==> src/rtl/eeg_pea_disp.sv <==
// Operand dispatcher for the EEG PE array: pairs column activations with per-PE
// weights and buffers each pair in a show-ahead FIFO in front of every PE.
module eeg_pea_disp #(
  parameter int PE_ROW      = 4,
  parameter int PE_COL      = 4,
  parameter int DATA_ACT_DW = 8,
  parameter int DATA_WEI_DW = 8,
  parameter int ACT_IW      = 12,
  parameter int WEI_IW      = 3,
  parameter int BUF_DEPTH   = 4,
  parameter int BUF_AW      = $clog2(BUF_DEPTH)
) (
  input  logic                                  clk,
  input  logic                                  rst_n,
  input  logic                                  CFG_MODE,
  input  logic [PE_COL*PE_ROW-1:0]              CFG_PE_EN,
  input  logic                                  FLUSH,
  output logic                                  IS_IDLE,
  output logic [PE_COL-1:0]                     ERR_LST,
  input  logic [PE_COL-1:0]                     ACT_VLD,
  output logic [PE_COL-1:0]                     ACT_RDY,
  input  logic [PE_COL-1:0]                     ACT_LST,
  input  logic [PE_COL*DATA_ACT_DW-1:0]         ACT_DAT,
  input  logic [PE_COL*ACT_IW-1:0]              ACT_INF,
  input  logic [PE_COL*PE_ROW-1:0]              WEI_VLD,
  output logic [PE_COL*PE_ROW-1:0]              WEI_RDY,
  input  logic [PE_COL*PE_ROW-1:0]              WEI_LST,
  input  logic [PE_COL*PE_ROW*DATA_WEI_DW-1:0]  WEI_DAT,
  input  logic [PE_COL*PE_ROW*WEI_IW-1:0]       WEI_INF,
  output logic [PE_COL*PE_ROW-1:0]              PE_VLD,
  input  logic [PE_COL*PE_ROW-1:0]              PE_RDY,
  output logic [PE_COL*PE_ROW*(DATA_ACT_DW+DATA_WEI_DW+ACT_IW+WEI_IW+2)-1:0] PE_DAT
);

  localparam int NPE = PE_COL * PE_ROW;
  localparam int EW  = DATA_ACT_DW + DATA_WEI_DW + ACT_IW + WEI_IW + 2;
  localparam int CW  = BUF_AW + 1;

  logic                          w_clr;
  logic                          w_gfire;
  logic                          w_glst;
  logic [PE_COL-1:0]             w_en_any;
  logic [PE_COL-1:0]             w_wok;
  logic [PE_COL-1:0]             w_lok;
  logic [PE_COL-1:0]             w_lst;
  logic [PE_COL-1:0]             w_src_vld;
  logic [PE_COL-1:0]             w_src_lst;
  logic [PE_COL-1:0]             w_fire;
  logic [PE_COL-1:0]             w_err_set;
  logic [PE_COL*DATA_ACT_DW-1:0] w_src_dat;
  logic [PE_COL*ACT_IW-1:0]      w_src_inf;
  logic [NPE-1:0]                w_full;
  logic [NPE-1:0]                w_empty;
  logic [NPE-1:0]                w_pop;
  logic [PE_COL-1:0]             r_err;

  assign w_clr   = rst_n | FLUSH;
  // Global broadcast fires only when every populated column is ready and consistent.
  assign w_gfire = ~w_clr & ACT_VLD[0] & (|w_en_any) & (&(~w_en_any | (w_wok & w_lok)));
  assign w_glst  = &(~w_en_any | w_lst);

  assign IS_IDLE = &w_empty;
  assign ERR_LST = r_err;

  genvar gi;
  generate
    for (gi = 0; gi < PE_COL; gi++) begin : g_col
      logic [PE_ROW-1:0] w_en;
      logic [PE_ROW-1:0] w_wvld;
      logic [PE_ROW-1:0] w_wlst;
      logic [PE_ROW-1:0] w_wfull;

      assign w_en    = CFG_PE_EN[gi*PE_ROW +: PE_ROW];
      assign w_wvld  = WEI_VLD[gi*PE_ROW +: PE_ROW];
      assign w_wlst  = WEI_LST[gi*PE_ROW +: PE_ROW];
      assign w_wfull = w_full[gi*PE_ROW +: PE_ROW];

      assign w_en_any[gi] = |w_en;
      assign w_wok[gi]    = &(~w_en | (w_wvld & ~w_wfull));
      assign w_lst[gi]    = |(w_en & w_wlst);
      assign w_lok[gi]    = ~w_lst[gi] | (&(~w_en | w_wlst));

      assign w_src_vld[gi] = CFG_MODE ? ACT_VLD[0] : ACT_VLD[gi];
      assign w_src_lst[gi] = CFG_MODE ? ACT_LST[0] : ACT_LST[gi];
      assign w_src_dat[gi*DATA_ACT_DW +: DATA_ACT_DW] =
        CFG_MODE ? ACT_DAT[0 +: DATA_ACT_DW] : ACT_DAT[gi*DATA_ACT_DW +: DATA_ACT_DW];
      assign w_src_inf[gi*ACT_IW +: ACT_IW] =
        CFG_MODE ? ACT_INF[0 +: ACT_IW] : ACT_INF[gi*ACT_IW +: ACT_IW];

      assign w_fire[gi] = CFG_MODE ? (w_gfire & w_en_any[gi])
                                   : (~w_clr & ACT_VLD[gi] & w_wok[gi] & w_lok[gi] & w_en_any[gi]);
      assign w_err_set[gi] = w_src_vld[gi] & w_wok[gi] & ~w_lok[gi];
      assign WEI_RDY[gi*PE_ROW +: PE_ROW] = {PE_ROW{w_fire[gi]}} & w_en;

      // The activation is consumed only on the last beat of its weight group.
      if (gi == 0) begin : g_src
        assign ACT_RDY[gi] = CFG_MODE ? (w_gfire & w_glst) : (w_fire[gi] & w_lst[gi]);
      end else begin : g_nsrc
        assign ACT_RDY[gi] = ~CFG_MODE & w_fire[gi] & w_lst[gi];
      end
    end

    for (gi = 0; gi < NPE; gi++) begin : g_pe
      localparam int COL = gi / PE_ROW;
      logic [EW-1:0]     r_mem [BUF_DEPTH];
      logic [BUF_AW-1:0] r_wptr;
      logic [BUF_AW-1:0] r_rptr;
      logic [CW-1:0]     r_cnt;
      logic [EW-1:0]     w_entry;

      assign w_entry = {WEI_LST[gi], w_src_lst[COL],
                        WEI_INF[gi*WEI_IW +: WEI_IW], w_src_inf[COL*ACT_IW +: ACT_IW],
                        WEI_DAT[gi*DATA_WEI_DW +: DATA_WEI_DW],
                        w_src_dat[COL*DATA_ACT_DW +: DATA_ACT_DW]};

      assign w_full[gi]  = (r_cnt == CW'(BUF_DEPTH));
      assign w_empty[gi] = (r_cnt == '0);
      assign PE_VLD[gi]  = ~w_empty[gi];
      assign w_pop[gi]   = PE_VLD[gi] & PE_RDY[gi];
      assign PE_DAT[gi*EW +: EW] = r_mem[r_rptr];

      always_ff @(posedge clk) begin
        if (w_clr) begin
          r_wptr <= '0;
          r_rptr <= '0;
          r_cnt  <= '0;
        end else begin
          if (WEI_RDY[gi]) r_wptr <= r_wptr + BUF_AW'(1);
          if (w_pop[gi])   r_rptr <= r_rptr + BUF_AW'(1);
          r_cnt <= r_cnt + CW'(WEI_RDY[gi]) - CW'(w_pop[gi]);
        end
      end

      always_ff @(posedge clk) begin
        if (WEI_RDY[gi]) r_mem[r_wptr] <= w_entry;
      end
    end
  endgenerate

  always_ff @(posedge clk) begin
    if (w_clr) r_err <= '0;
    else       r_err <= r_err | w_err_set;
  end

endmodule

==> config.mk <==
export PLATFORM = sky130hd
export DESIGN_NAME = eeg_pea_disp
export DESIGN_NICKNAME = d
export VERILOG_FILES = /design/src/rtl/eeg_pea_disp.sv
export SDC_FILE = /design/constraint.sdc
export NUM_CORES = 2
export LEC_CHECK = 0
export CORE_MARGIN = 3
export CORE_UTILIZATION = 50
export DETAILED_ROUTE_END_ITERATION = 6
export PLACE_DENSITY = 0.78
export SETUP_SLACK_MARGIN = 0.05
export SYNTH_ARGS = -nofsm -noshare
export SYNTH_HDL_FRONTEND = slang
export SYNTH_SLANG_ARGS = --single-unit
==> constraint.sdc <==
create_clock -name clk -period 8.45 [get_ports clk]
set_clock_uncertainty 0.1 [all_clocks]
set_input_delay 1.2675 -clock clk [delete_from_list [all_inputs] [get_ports clk]]
set_output_delay 1.2675 -clock clk [all_outputs]
set_load 0.005 [all_outputs]
# Yosys cells after proc, flatten, opt, wreduce, memory -nomap -nowiden
# Memory sizes are Yosys's and may differ from the RTL's. A register that Yosys moved wholly into a read port is not among the register bits.
# Index checks and enable logic that the tools add are counted.
[classes] n_addsub=64 eq_ne=16 mux=81 bitwise=118 reduce_logical=36
[ops] cell="$add 2x1->2 const B" n=32
[ops] cell="$mux 2" n=32
[ops] cell="$and 1x1->1" n=54
[ops] cell="$and 4x4->4" n=13
[ops] cell="$add 3x1->3" n=16
[ops] cell="$eq 3x3->1 const B" n=16
[ops] cell="$logic_not 3->1" n=16
[ops] cell="$sub 3x1->3" n=16
[ops] cell="$or 4x4->4" n=11
[ops] cell="$mux 1" n=43
[ops] cell="$reduce_and 4->1" n=10
[ops] cell="$mux 12" n=3
[ops] cell="$not 4->4" n=9
[ops] cell="$reduce_or 4->1" n=8
[ops] cell="$not 1->1" n=26
[ops] cell="$mux 8" n=3
[ops] cell="$reduce_and 16->1" n=1
[ops] cell="$reduce_or 16->1" n=1
[ops] cell="$or 1x1->1" n=5
[word_totals] ff_bits=116 ramBits=2112 input_bits=332 output_inout_bits=569 wordCells=380 n_memories=16
[mem_list] name="g_pe[0].r_mem" depth=4 word_bits=33 rd=1 rd_clocked_by_memory_dff=1 write_ports=1 line="105" source="logic [EW-1:0] r_mem [BUF_DEPTH];"
[mem_list] name="g_pe[10].r_mem" depth=4 word_bits=33 rd=1 rd_clocked_by_memory_dff=1 write_ports=1 line="105"
[mem_list] name="g_pe[11].r_mem" depth=4 word_bits=33 rd=1 rd_clocked_by_memory_dff=1 write_ports=1 line="105"
[mem_list] name="g_pe[12].r_mem" depth=4 word_bits=33 rd=1 rd_clocked_by_memory_dff=1 write_ports=1 line="105"
[mem_list] name="g_pe[13].r_mem" depth=4 word_bits=33 rd=1 rd_clocked_by_memory_dff=1 write_ports=1 line="105"
[mem_list] name="g_pe[14].r_mem" depth=4 word_bits=33 rd=1 rd_clocked_by_memory_dff=1 write_ports=1 line="105"
[mem_list] name="+10 memories"

# Longest topological paths before layout
[depth] word_depth=14 depth_mapped=15

# Worst setup path after synthesis
# No wires, ideal clock.
[synth_timing] kind="input to output" from="input CFG_PE_EN[4]" to="output WEI_RDY[8]" arrival_time_ns=3.071 required_time_ns=7.082 setup_slack_ns=4.012 stages=8 path_cell_list="or4_4 or4_4 nand4_2 nor4_4 a21o_1 buf_6 and3_4 buf_6"
[synth_between] elab_chain_cells=11 word_cells_on_any_way=20
[synth_rtl] item="start: declaration" line="16" source="input logic [PE_COL*PE_ROW-1:0] CFG_PE_EN,"
[synth_rtl] item="$and 4x4->4 / $not 4->4 (equally long branches)" line="80, 79, 81"
[synth_rtl] item="$reduce_or 4->1 / $or 4x4->4 (equally long branches)" line="80, 81"
[synth_rtl] item="$not 1->1 / $reduce_and 4->1 (equally long branches)" line="81" source="assign w_lok[gi] = ~w_lst[gi] | (&(~w_en | w_wlst));"
[synth_rtl] item="$or 1x1->1" line="81"
[synth_rtl] item="$and 4x4->4" line="59" source="assign w_gfire = ~w_clr & ACT_VLD[0] & (|w_en_any) & (&(~w_en_any | (w_wok & w_lok)));"
[synth_rtl] item="$or 4x4->4" line="59"
[synth_rtl] item="$reduce_and 4->1" line="59"
[synth_rtl] item="$and 1x1->1 (*)" line="59"
[synth_rtl] item="$and 1x1->1 (*)" line="90" source="assign w_fire[gi] = CFG_MODE ? (w_gfire & w_en_any[gi])"
[synth_rtl] item="$mux 1 (*)" line="90"
[synth_rtl] item="$and 4x4->4 (*)" line="93" source="assign WEI_RDY[gi*PE_ROW +: PE_ROW] = {PE_ROW{w_fire[gi]}} & w_en;"
[synth_rtl] item="end: declaration" line="26" source="output logic [PE_COL*PE_ROW-1:0] WEI_RDY,"
# Mark *: on every way between the ends. The rest lies on a longest branch, timed or not.

# Worst setup path after layout
[layout_timing] from="input CFG_PE_EN[13]" to="output WEI_RDY[6]"
# Same word-level chain as after synthesis.

==> flow_metrics.env <==
export IMPL_hold_violations=0
export IMPL_rr_startpoint="g_pe[7].r_cnt[1]"
export IMPL_status="finished, violations left"
export IMPL_top_layer="met5"
export IMPL_p_sw_mw=4.585
export IMPL_die_x_um=417.4
export IMPL_die_h_um=417.4
export IMPL_pin_count=901
export IMPL_vias=43010
export IMPL_vias_per_cell=5.874
export IMPL_post_route_drc_count=1
export IMPL_setup_tns_final_ns=0
export IMPL_h_tree_depth=4
export IMPL_startpoint_type="input pin"
export IMPL_drv_cap=0
export IMPL_cpMostUsedCell="clkdlybuf4s50_1"
export IMPL_final_common_cell="edfxtp_1"
export IMPL_routabilityCongestion=0.8665
export IMPL_crit_required_ns=7.08
export IMPL_regToRegSetupSlack_ns=3.95
export IMPL_power_frac_comb_pct=2.8
export IMPL_numPortBuffers=900
export IMPL_start_util_pct=50.48
export IMPL_core_area_um2=167600
export IMPL_grt_use_total_pct=26.41
export IMPL_cp_cell_sequence="clkdlybuf4s50_1 -> a222oi_1 -> nand2_1 -> o311a_1 -> nor4_4 -> nand3_1 -> a21boi_1 -> clkdlybuf4s50_1"
export IMPL_setup_viol=0
export IMPL_violations="DRC"
export IMPL_tritoncts="yes"
export IMPL_wl_met2_um=116600
export IMPL_leakage_nw=33.24
export IMPL_areaGrowthSynthToFinish_pct=22.78
export IMPL_final_period_utilization_pct=79.96
export IMPL_yosysWarnings=0
export IMPL_rows=150
export IMPL_clk_pin_slew_ns=0.06
export IMPL_avgSynthCellArea_um2=22.10
export IMPL_internal_power_mw=17.91
export IMPL_synth_seq_area_share_pct=78.46
export IMPL_hpwlAfterDp_um=154300
export IMPL_synth_top_area_share_pct=74.96
export IMPL_path_buf_inv=2
export IMPL_endpoint_kind="output pin"
export IMPL_ys_ff_latch=2260
export IMPL_clockPowerShare_pct=42.6
export IMPL_grt_pass1_vias=43890
export IMPL_antenna_found_initial=45
export IMPL_die_area_um2=174200
export IMPL_synthesis_nets=4272
export IMPL_hold_buffers=0
export IMPL_synthFlopType="edfxtp_1"
export IMPL_finalPower_mw=22.50
export IMPL_cp_max_fo=12
export IMPL_cpMaxStageDelayCell="clkdlybuf4s50_1"
export IMPL_wl_met3_um=18860
export IMPL_synthesis_area_um2=84610
export IMPL_cts_resized=0
export IMPL_nets=5343
export IMPL_grt_overflow=0
export IMPL_drtIter0Drc=4406
export IMPL_grt_max_degree=58
export IMPL_worstSetupPathType="in2out"
export IMPL_hold_class="reg2reg"
export IMPL_wl_um=231200
export IMPL_fmaxAchievable_mhz=148.0
export IMPL_crit_family="buffers and inverters"
export IMPL_synth_edff_count=2112
export IMPL_synth_cell_types=51
export IMPL_cts_buffers_inserted=215
export IMPL_clockBufferDepth=3
export IMPL_postRouteAntennaNets=0
export IMPL_min_from="ERR_LST[1]"
export IMPL_clkSinkCount=2260
export IMPL_yosys_area_top_type="edfxtp_1"
export IMPL_startpoint="CFG_PE_EN[13]"
export IMPL_cts_setup_buffers=0
export IMPL_switching_share_pct=20.38
export IMPL_slowest_delay_ns=0.86
export IMPL_maxSlewViolCount=0
export IMPL_maxSlewHeadroom_pct=7.786
export IMPL_synth_cells=3828
export IMPL_layout_common_cells="edfxtp_1 (2112), clkdlybuf4s50_1 (899), mux4_2 (528), clkbuf_16 (220), inv_1 (161)"
export IMPL_wl_per_cell_um=31.58
export IMPL_worst_slew_pin_transition_ns=1.374
export IMPL_wl_met1_um=79930
export IMPL_yosys_top_cells_area="edfxtp_1 (75%), mux4_2 (14%), dfxtp_1 (3.5%)"
export IMPL_pwr_share_seq_pct=54.6
export IMPL_rsz0062_at_grt="no"
export IMPL_power_density_nw_per_um2=216.6
export IMPL_dr_pass1_iters=7
export IMPL_cts_root_buf="clkbuf_16"
export IMPL_arrival_ns=5.39
export IMPL_drive_above_1_share_pct=20.77
export IMPL_clock_latency_ns=0.85
export IMPL_layout_min_cycle_time_ns=6.757
export IMPL_ir_worst_vdd_mv=0.2041
export IMPL_async_reset_ff_share_pct=0
export IMPL_grt_pass1_wl_um=324300
worst register-to-register path: cells and delay by family (launching register included):
kind	cells	cell delay, ns
and+or+nand+nor	5	2.63
DFF	1	0.43
AOI/OAI and AO/OA	2	0.95
cell families (layout without fill, tap and decap cells):
logic type / Yosys count / after routing / share of synthesized area (%)
other: 0 / 33 / 0
multiplexers: 540 / 540 / 14.20
AO/OA/AOI/OAI: 135 / 135 / 0.9731
AND/OR/NAND/NOR: 393 / 393 / 2.448
buffers and inverters: 324 / 1581 / 1.457
flip-flops: 2260 / 2260 / 78.46
XOR/XNOR: 64 / 64 / 0.6625
adder cells (fa/ha/maj): 112 / 112 / 1.798
sequential cells by signal (all words and copies together) (netlist names), named ones only:
signal	cells
ERR_LST	4
g_pe.r_cnt	48
g_pe.r_mem	2112
g_pe.r_rptr	32
g_pe.r_wptr	32
power groups by stage:
stage	clock, mW	sequential (mW)	combinational [mW]
4_1_cts	9.70	12.3	0.637
3_3_place_gp	0	12.5	0.610
5_1_grt	10.1	12.3	0.667
6_report	9.59	12.3	0.633
3_5_place_dp	0	12.5	0.633
2_1_floorplan	0	12.5	0.145
cells in the mapped netlist (7+ instances only):
master / number
buf_1: 49
clkbuf_1: 111
o21ai_0: 80
nor4bb_1: 8
nand3_1: 21
and2_1: 84
dfxtp_1: 148
inv_1: 161
nor2_1: 97
and3_1: 38
xor2_1: 25
mux2i_1: 10
or4_1: 7
or3_1: 20
a21oi_1: 15
edfxtp_1: 2112
fa_1: 16
mux4_2: 528
nand2b_1: 21
xnor2_1: 39
nand2_1: 82
ha_1: 96
through the flow:
| step | instance area (µm²) | utilization, % | setup slack (ns) | hold slack, ns | cells |
|---|---|---|---|---|---|
| after CTS | 103800 | 61.92 | 1.600 | 0.3917 | 7288 |
| after floorplan | 84610 | - | 4.012 | 0.3605 | 3828 |
| after detailed placement | 96740 | 57.72 | 1.598 | 0.3648 | 6885 |
| final | 103900 | 61.98 | 1.693 | 0.3898 | 7322 |
| after global placement | 96740 | 57.72 | 1.645 | 0.3654 | 6885 |
| after global routing | 103900 | 61.98 | 1.388 | 0.4113 | 7318 |
final timing paths:
kind / end / cells after the start
worst max register to register: g_pe[5].r_mem[0][15] / 7
worst min-delay path: ERR_LST[1] / 2
worst min register to register: ERR_LST[1] / 2
worst max-delay path: WEI_RDY[6] / 8
layer usage:
layer | vias up | global-route usage [%]
li1 | 17750 | -
met1 | 22680 | 32.07
met2 | 2105 | 43.33
met3 | 467 | 6.054
met4 | 10 | 16.23
met5 | - | 0
final cells by class:
cell class	count	area, µm²
diodes	33	82.58
clock buffers	268	5776
clock inverters	135	1265
fillers	11150	63710
inverters	161	604.3
multi-input cells	1244	17100
flip-flops and latches	2260	66410
well taps	2204	2758
repair buffers	1017	9888
(Power assumes the default switching activity.)
